File: src/rtl/booth_mul_seq_if.sv
// booth_mul_seq_if
//   Operand/result bundle for the sequential Booth multiplier.
//
//   Handshake semantics (both sides): a transfer happens at a rising clock
//   edge where valid and ready are both high.  The producer holds its payload
//   stable while valid is high; the consumer may raise or drop ready at will.
//   On the input side ready is high only in IDLE; on the output side valid is
//   high only in DONE, so the two are never high together.
//
//   Signals:
//     in_valid / in_ready         operand pair handshake
//     multiplicand, multiplier    WIDTH-bit operands
//     signed_mode                 1 = two's complement, 0 = unsigned
//     abort                       cancel the operation in flight
//     out_valid / out_ready       product handshake
//     product                     2*WIDTH-bit result
//     busy                        operation in CALC or DONE
interface booth_mul_seq_if #(
   parameter int WIDTH = 8
);
   logic                   in_valid;
   logic                   in_ready;
   logic [WIDTH-1:0]       multiplicand;
   logic [WIDTH-1:0]       multiplier;
   logic                   signed_mode;
   logic                   abort;
   logic                   out_valid;
   logic                   out_ready;
   logic [2*WIDTH-1:0]     product;
   logic                   busy;

   // Operand source / result consumer side.
   modport master (
      output in_valid, multiplicand, multiplier, signed_mode, abort, out_ready,
      input  in_ready, out_valid, product, busy
   );

   // Multiplier side.
   modport slave (
      input  in_valid, multiplicand, multiplier, signed_mode, abort, out_ready,
      output in_ready, out_valid, product, busy
   );
endinterface

File: src/rtl/booth_mul_seq.sv
// booth_mul_seq
//   Sequential radix-2 Booth multiplier, one operation in flight.
//   Operands are extended to E = WIDTH+1 bits (sign or zero by signed_mode),
//   so the same signed Booth datapath gives exact results in both modes.
//   E iterations run in CALC; the product is then held in DONE until taken.
//
//   Ports:
//     clk          rising-edge clock
//     rst          synchronous, active-high reset
//     bus          booth_mul_seq_if.slave (operands, handshakes, abort, product)
//     dbg_state_o  current FSM state (0 IDLE, 1 CALC, 2 DONE)
module booth_mul_seq #(
   parameter int WIDTH = 8
) (
   input  logic               clk,
   input  logic               rst,
   booth_mul_seq_if.slave     bus,
   output logic [1:0]         dbg_state_o
);

   localparam int E  = WIDTH + 1;
   localparam int PW = 2 * E + 1;
   localparam int CW = $clog2(E + 1);
   localparam logic [CW-1:0] LAST_ITER = CW'(E - 1);

   typedef enum logic [1:0] {
      S_IDLE = 2'd0,
      S_CALC = 2'd1,
      S_DONE = 2'd2
   } state_t;

   state_t               state_q, state_d;
   logic [E-1:0]         m_q, m_d;          // extended multiplicand
   logic [PW-1:0]        p_q, p_d;          // {acc, mplr, q}
   logic [CW-1:0]        cnt_q, cnt_d;
   logic [2*WIDTH-1:0]   product_q, product_d;

   logic [E-1:0]         acc_cur;
   logic [E-1:0]         acc_new;
   logic [PW-1:0]        p_step;
   logic [E-1:0]         a_ext;
   logic [E-1:0]         b_ext;

   // Extension bit is the operand MSB only in signed mode.
   assign a_ext = {bus.signed_mode & bus.multiplicand[WIDTH-1], bus.multiplicand};
   assign b_ext = {bus.signed_mode & bus.multiplier[WIDTH-1], bus.multiplier};

   // One Booth step: add/subtract M by the {mplr[0], q} pair, then an
   // arithmetic right shift of the whole working register.
   always_comb begin
      acc_cur = p_q[PW-1:E+1];
      acc_new = acc_cur;
      case (p_q[1:0])
         2'b01:   acc_new = acc_cur + m_q;
         2'b10:   acc_new = acc_cur - m_q;
         default: acc_new = acc_cur;
      endcase
      p_step = {acc_new[E-1], acc_new, p_q[E:1]};
   end

   always_comb begin
      state_d   = state_q;
      m_d       = m_q;
      p_d       = p_q;
      cnt_d     = cnt_q;
      product_d = product_q;
      case (state_q)
         S_IDLE: begin
            // abort wins over in_valid: no accept in that cycle.
            if (!bus.abort && bus.in_valid) begin
               m_d     = a_ext;
               p_d     = {{E{1'b0}}, b_ext, 1'b0};
               cnt_d   = '0;
               state_d = S_CALC;
            end
         end
         S_CALC: begin
            if (bus.abort) begin
               state_d = S_IDLE;
            end else begin
               p_d   = p_step;
               cnt_d = cnt_q + CW'(1);
               if (cnt_q == LAST_ITER) begin
                  // Low 2*WIDTH bits of {acc, mplr} after the final shift.
                  product_d = p_step[2*WIDTH:1];
                  state_d   = S_DONE;
               end
            end
         end
         S_DONE: begin
            if (bus.abort || bus.out_ready) begin
               state_d = S_IDLE;
            end
         end
         default: state_d = S_IDLE;
      endcase
   end

   always_ff @(posedge clk) begin
      if (rst) begin
         state_q   <= S_IDLE;
         m_q       <= '0;
         p_q       <= '0;
         cnt_q     <= '0;
         product_q <= '0;
      end else begin
         state_q   <= state_d;
         m_q       <= m_d;
         p_q       <= p_d;
         cnt_q     <= cnt_d;
         product_q <= product_d;
      end
   end

   assign bus.in_ready  = (state_q == S_IDLE);
   assign bus.out_valid = (state_q == S_DONE);
   assign bus.busy      = (state_q == S_CALC) || (state_q == S_DONE);
   assign bus.product   = product_q;
   assign dbg_state_o   = state_q;

endmodule

File: src/flat_wrapper.sv
// flat-port wrapper written by rule: the top's interface ports become plain ports
module booth_mul_seq_flat 
#(
   parameter int WIDTH = 8
)
  (clk, rst, dbg_state_o, bus_in_valid, bus_multiplicand, bus_multiplier, bus_signed_mode, bus_abort, bus_out_ready, bus_in_ready, bus_out_valid, bus_product, bus_busy);
  booth_mul_seq_if #(.WIDTH(WIDTH)) bus_i ();
  input  logic clk;
  input  logic rst;
  output logic [1:0] dbg_state_o;
  input wire logic [$bits(bus_i.in_valid)-1:0] bus_in_valid;
  input wire logic [$bits(bus_i.multiplicand)-1:0] bus_multiplicand;
  input wire logic [$bits(bus_i.multiplier)-1:0] bus_multiplier;
  input wire logic [$bits(bus_i.signed_mode)-1:0] bus_signed_mode;
  input wire logic [$bits(bus_i.abort)-1:0] bus_abort;
  input wire logic [$bits(bus_i.out_ready)-1:0] bus_out_ready;
  output wire logic [$bits(bus_i.in_ready)-1:0] bus_in_ready;
  output wire logic [$bits(bus_i.out_valid)-1:0] bus_out_valid;
  output wire logic [$bits(bus_i.product)-1:0] bus_product;
  output wire logic [$bits(bus_i.busy)-1:0] bus_busy;
  assign bus_i.in_valid = bus_in_valid;
  assign bus_i.multiplicand = bus_multiplicand;
  assign bus_i.multiplier = bus_multiplier;
  assign bus_i.signed_mode = bus_signed_mode;
  assign bus_i.abort = bus_abort;
  assign bus_i.out_ready = bus_out_ready;
  assign bus_in_ready = bus_i.in_ready;
  assign bus_out_valid = bus_i.out_valid;
  assign bus_product = bus_i.product;
  assign bus_busy = bus_i.busy;
  booth_mul_seq #(.WIDTH(WIDTH)) u_core (.clk(clk), .rst(rst), .bus(bus_i), .dbg_state_o(dbg_state_o));
endmodule
File: config.mk
export PLATFORM = sky130hd
export DESIGN_NAME = booth_mul_seq_flat
export DESIGN_NICKNAME = d
export VERILOG_FILES = /design/src/rtl/booth_mul_seq_if.sv /design/src/rtl/booth_mul_seq.sv /design/src/flat_wrapper.sv
export SDC_FILE = /design/constraint.sdc
export NUM_CORES = 1
export LEC_CHECK = 0
export CORE_ASPECT_RATIO = 0.75
export CORE_MARGIN = 2
export CORE_UTILIZATION = 53
export CTS_CLUSTER_DIAMETER = 30
export CTS_CLUSTER_SIZE = 16
export DETAILED_ROUTE_END_ITERATION = 10
export MAX_ROUTING_LAYER = met4
export PLACE_DENSITY_LB_ADDON = 0.08
export SYNTH_ARGS = -nofsm -noshare
export SYNTH_HDL_FRONTEND = slang
export SYNTH_SLANG_ARGS = --single-unit
File: constraint.sdc
create_clock -name clk -period 2.95 [get_ports clk]
set_input_delay 0.295 -clock clk [delete_from_list [all_inputs] [get_ports clk]]
set_output_delay 0.295 -clock clk [all_outputs]
set_load 0.03 [all_outputs]
=== After elaboration in Yosys (flattened, before gate mapping) ===
Index checks and enable logic that the tools add are counted.

* Memory bits (writable): 0
* Word-level logic and storage cells: 42
* Input bits: 22
* Memories kept: 0
* Bits in latches: 0
* Bits in read-only memories: 0
* Flip-flop bits (word level): 50
* Output and inout bits: 21

* Div/mod/pow operators: 0
* $lt $le $gt $ge: 0
* Bitwise gates (word level): 3
* Shifts and indexed selects: 0
* $mul: 0
* Mux-type cells: 12
* $add $sub $neg: 3
* Equality and inequality tests: 9
* Reduce and logical (&&, ||, !) cells: 10

{| class="wikitable"
|+ Operator list
! operator !! number
|-
| $mux W19 || 2
|-
| $pmux W19 S2 || 1
|-
| $pmux W9 S2 || 1
|-
| $add A9 B9 Y9 || 1
|-
| $reduce_and A3 Y1 || 3
|-
| $sub A9 B9 Y9 || 1
|-
| $mux W2 || 4
|-
| $mux W4 || 2
|-
| $pmux W4 S2 || 1
|-
| $pmux W2 S3 || 1
|-
| $add A4 B1 Y4 const B || 1
|-
| $eq A2 B1 Y1 const B || 2
|-
| $eq A2 B2 Y1 const B || 2
|-
| $eq A4 B4 Y1 const B || 1
|-
| $ne A2 B1 Y1 const B || 2
|-
| $ne A3 B2 Y1 const B || 1
|-
| $and A1 B1 Y1 || 2
|-
| $logic_not A2 Y1 || 1
|-
| $logic_or A1 B1 Y1 || 2
|-
| $ne A2 B2 Y1 const B || 1
|-
| $reduce_and A2 Y1 || 1
|-
| $reduce_bool A2 Y1 || 1
|-
| $logic_and A1 B1 Y1 || 1
|-
| $logic_not A1 Y1 || 1
|-
| $not A1 Y1 || 1
|}

=== Logic depth before layout (Yosys ltp) ===
* Depth in word-level cells: 4
* Mapped depth: 11
* Mapped depth without buffers: 10

=== Least setup slack after synthesis ===
OpenSTA, ideal clock, no wires.

* Path kind: register to register
* From: register u_core.p_q[0]
* To: register u_core.p_q[17]
* Period minus slack after synthesis: 2420 ps
* Arrival: 2358 ps
* Cell stages (with the launch flop): 12
* Path buffers: 1
* Setup time: 62 ps
* Setup slack: 530 ps
* Cells stage by stage: dfxtp_1 inv_1 ha_1 clkbuf_1 nor2_1 xnor2_1 ha_1 nor2b_1 o2111a_1 o211a_1 or4_1 nand3_1

* Cells in the longest elaborated chain, start to end: 4
* Elaborated cells between the ends (all ways): 5
* Those cells by class: eq/ne: 2; mux: 3

{| class="wikitable"
|+ RTL lines
! item !! line !! text
|-
| start, declared || booth_mul_seq.sv:34 || <nowiki>logic [PW-1:0] p_q, p_d;</nowiki>
|-
| start signal, assigned || booth_mul_seq.sv:109 || <nowiki>p_q <= p_d;</nowiki>
|-
| $eq A2 B2 Y1 or $eq A2 B1 Y1 (tied branches) || booth_mul_seq.sv:53 || <nowiki>case (p_q[1:0])</nowiki>
|-
| $pmux W9 S2 * || booth_mul_seq.sv:53 ||
|-
| $mux W19 * || booth_mul_seq.sv:78 || <nowiki>if (bus.abort) begin</nowiki>
|-
| $pmux W19 S2 * || booth_mul_seq.sv:67 || <nowiki>case (state_q)</nowiki>
|}

Every way passes the cells marked *; elsewhere a longest branch is shown, timed or not. The select of a mux whose other input is x is not followed.
A chain may end at the register's enable or synchronous reset.

=== Final worst setup path ===
* From: register u_core.p_q[1]
* To: register u_core.product_q[15], in the netlist u_core.bus.product[15]

* Cells in the longest elaborated chain, start to end: 2
* Elaborated cells between the ends (all ways): 3
* Those cells by class: eq/ne: 2; mux: 1

{| class="wikitable"
|+ RTL lines
! item !! line !! text
|-
| $eq A2 B2 Y1 or $eq A2 B1 Y1 (tied branches) || booth_mul_seq.sv:53 ||
|-
| $pmux W9 S2 * || booth_mul_seq.sv:53 ||
|-
| end signal, assigned || booth_mul_seq.sv:111 || <nowiki>product_q <= product_d;</nowiki>
|-
| end, declared || booth_mul_seq.sv:36 || <nowiki>logic [2*WIDTH-1:0] product_q, product_d;</nowiki>
|}

Every way passes the cells marked *; elsewhere a longest branch is shown, timed or not.

==> flow_metrics.env <==
export IMPL_clock_power_share=0.330
export IMPL_seq_area_frac_synth=0.3733
export IMPL_synth_ff_type="dfxtp_1"
export IMPL_antennaDiodeCount=0
export IMPL_finalInstanceArea_um2=3221
export IMPL_fp_dieH_um=64.98
export IMPL_p_leak_nw=1.245
export IMPL_die_w_um=85.30
export IMPL_max_slew_margin_rel=0.4929
export IMPL_switching_share=0.2842
export IMPL_hold_violations=0
export IMPL_grtUsageTotal=0.2293
export IMPL_syn_nets=350
export IMPL_syn_area_um2=2628
export IMPL_totalWireLength_mm=6.058
export IMPL_htreeDepth=2
export IMPL_root_buffer="clkbuf_8"
export IMPL_area_growth_pct=22.57
export IMPL_fmax_ghz=0.3829
export IMPL_start_kind="flop"
export IMPL_rows=22
export IMPL_power_density_nw_per_um2=479.2
export IMPL_maxCapViolations=0
export IMPL_rsz0062_at_grt="no"
export IMPL_dp_hpwl_mm=4.372
export IMPL_syn_avg_cell_area_um2=8.422
export IMPL_cp_max_fo=8
export IMPL_ioPinCount=43
export IMPL_nNetsFinal=388
export IMPL_cts_tree="done"
export IMPL_synth_async_sr_flop_share=0
export IMPL_port_buffer_count=42
export IMPL_post_cts_setup_buffer_count=0
export IMPL_netlist_instances=312
export IMPL_drcViolationCount=0
export IMPL_period_share=0.8854
export IMPL_setup_violations=0
export IMPL_ant_nets=0
export IMPL_clk_pin_slew_ns=0.09
export IMPL_insertion_delay_ns=0.30
export IMPL_synth_seq_cells=49
export IMPL_seqCellArea_um2=980.9
export IMPL_period_needed_ns=2.612
export IMPL_grt_pass1_wl_mm=9.839
export IMPL_fin_skew_ns=0.008001
export IMPL_worst_pin_slew_ns=0.7527
export IMPL_grt_max_degree=42
export IMPL_gr_total_overflow=0
export IMPL_hp_class="flop to flop"
export IMPL_placed_area_um2=3100
export IMPL_firstDrtPassIters=4
export IMPL_p_sw_mw=0.4386
export IMPL_fp_dieArea_um2=5542
export IMPL_cts_buffers=5
export IMPL_tns_ns=0
export IMPL_worst_slack_ns=0.3382
export IMPL_cp_required_ns=3.16
export IMPL_wl_per_cell_um=14.74
export IMPL_critPathKind="flop to flop"
export IMPL_antenna_found_initial=0
export IMPL_start_util=0.5424
export IMPL_pre_cts_ws_ns=0.3834
export IMPL_clk_path_buf_depth=2
export IMPL_synth_edf_count=0
export IMPL_intPower_mw=1.105
export IMPL_cp_end_kind="flop"
export IMPL_gp_congestion=0.8670
export IMPL_ir_drop_mv=0.3533
export IMPL_synth_warnings=0
export IMPL_hold_buffers=0
export IMPL_outcome="completed"
export IMPL_fillerInstances=420
export IMPL_cts_resized=0
export IMPL_worst_hold_slack_ns=0.4575
export IMPL_routed_via_density=5.637
export IMPL_arrival_ns=2.82
export IMPL_multi_input_area_um2=1504
export IMPL_drive_gt1_frac=0.05983
export IMPL_clock_sinks=49
export IMPL_slew_viol_final=0
export IMPL_first_iter_violations=151
export IMPL_vias=2317
export IMPL_design_core_area_um2=4845
export IMPL_pwr_share_comb=0.216
export IMPL_grt_pass1_vias=2037
export IMPL_seqPwrFrac=0.454
export IMPL_ys_types=53
[path summary, 6_finish.rpt]
| check | from | to | slack (ns) | cells after the start |
|---|---|---|---|---|
| setup / recovery | u_core.p_q[1] | u_core.bus.product[15] | 0.34 | 9 |
| hold / removal | u_core.p_q[0] | u_core.p_q[0] | 0.46 | 2 |
| setup reg to reg | u_core.p_q[1] | u_core.bus.product[15] | 0.34 | 9 |
| hold reg to reg | u_core.p_q[0] | u_core.p_q[0] | 0.46 | 2 |
[worst max-delay path: stages, from the launching register on]
cell and delay, ns:
dfxtp_1 0.36, ha_1 0.32, mux2_2 0.40, inv_1 0.06, ha_1 0.22, nor2b_1 0.14, o2111ai_1 0.30, nand2_1 0.17
a41o_1 0.27, o41ai_1 0.28
[power groups by stage]
| stage | logic [mW] | clock network, mW | registers (mW) |
|---|---|---|---|
| 4_1_cts | 0.330 | 0.519 | 0.700 |
| 2_1_floorplan | 0.234 | 0 | 0.713 |
| 6_report | 0.334 | 0.509 | 0.700 |
| 3_5_place_dp | 0.328 | 0 | 0.715 |
| 3_3_place_gp | 0.325 | 0 | 0.715 |
| 5_1_grt | 0.364 | 0.548 | 0.704 |
[synthesized netlist by cell type, drive strengths merged (2+ instances only)]
master / count / area, um2
mux2i: 20 / 200.2
nand4: 2 / 12.51
nor2b: 5 / 31.28
inv: 19 / 71.32
a22oi: 2 / 15.01
ha: 15 / 187.7
xor2: 2 / 17.52
buf: 6 / 31.28
a31oi: 6 / 43.79
a211oi: 11 / 82.58
dfxtp: 49 / 980.9
a2bb2oi: 2 / 17.52
nand2: 30 / 112.6
a21oi: 24 / 120.1
xnor2: 8 / 70.07
o32ai: 4 / 35.03
nand3: 5 / 25.02
nor3: 5 / 25.02
nor2: 37 / 138.9
nand3b: 2 / 15.01
and2: 2 / 12.52
a21o: 5 / 37.54
a221oi: 2 / 17.52
clkbuf: 11 / 41.29
o21ai: 14 / 70.07
[cells by family (layout without fill, tap and decap cells)]
family,after synthesis,after routing,share of synthesized area
adders and majority gates,16,16,0.07905
AOI/OAI and AO/OA,81,81,0.2062
xor gates and xnor gates,10,10,0.03334
muxes,21,21,0.08048
buffers and inverters,37,76,0.05619
and+or+nand+nor,98,98,0.1714
DFF,49,49,0.3733
[cell usage in the layout, fill, tap and decap left out, types with 2 or more instances in the layout]
cell type         n
a211oi_1         11
a21o_1            5
a21oi_1          24
a221oi_1          2
a22oi_1           2
a2bb2oi_1         2
a31oi_1           5
buf_4             6
clkbuf_8          6
clkdlybuf4s50_1  42
dfxtp_1          49
ha_1             15
inv_1            19
mux2i_1          20
nand2_1          30
nand3_1           5
nand3b_1          2
nand4_1           2
nor2_1           37
nor2b_1           5
nor3_1            5
o21ai_0          14
o32ai_1           4
xnor2_1           8
xor2_1            2
[sequential cells by signal, indices dropped and copies added (netlist names)]
register,cells
u_core.bus.product,16
u_core.cnt_q,4
u_core.dbg_state_o,2
u_core.m_q,9
u_core.p_q,18
[layout make-up]
| cell class | count | share of cell area |
|---|---|---|
| multi-input cells | 226 | 0.4670 |
| flip-flops and latches | 49 | 0.3046 |
| repair buffers | 48 | 0.1445 |
| clock buffers | 6 | 0.02564 |
| inverters | 20 | 0.02331 |
| well taps | 60 | 0.02331 |
| clock inverters | 2 | 0.01166 |
[routing by layer]
layer  GRT usage  routed length, um
met1      0.3357               3266
met2      0.3330               2495
met3     0.04204                258
met4     0.04167                 38
met5           -                  0
[metrics by stage]
stage	util	power, mW	std cells
global route	0.6648	1.615	411
global placement	0.6400	1.040	403
CTS	0.6648	1.549	411
finish	0.6648	1.543	411
detailed placement	0.6400	1.043	403
floorplan	-	0.9477	312
No activity file was read; power rests on OpenSTA's default activity.
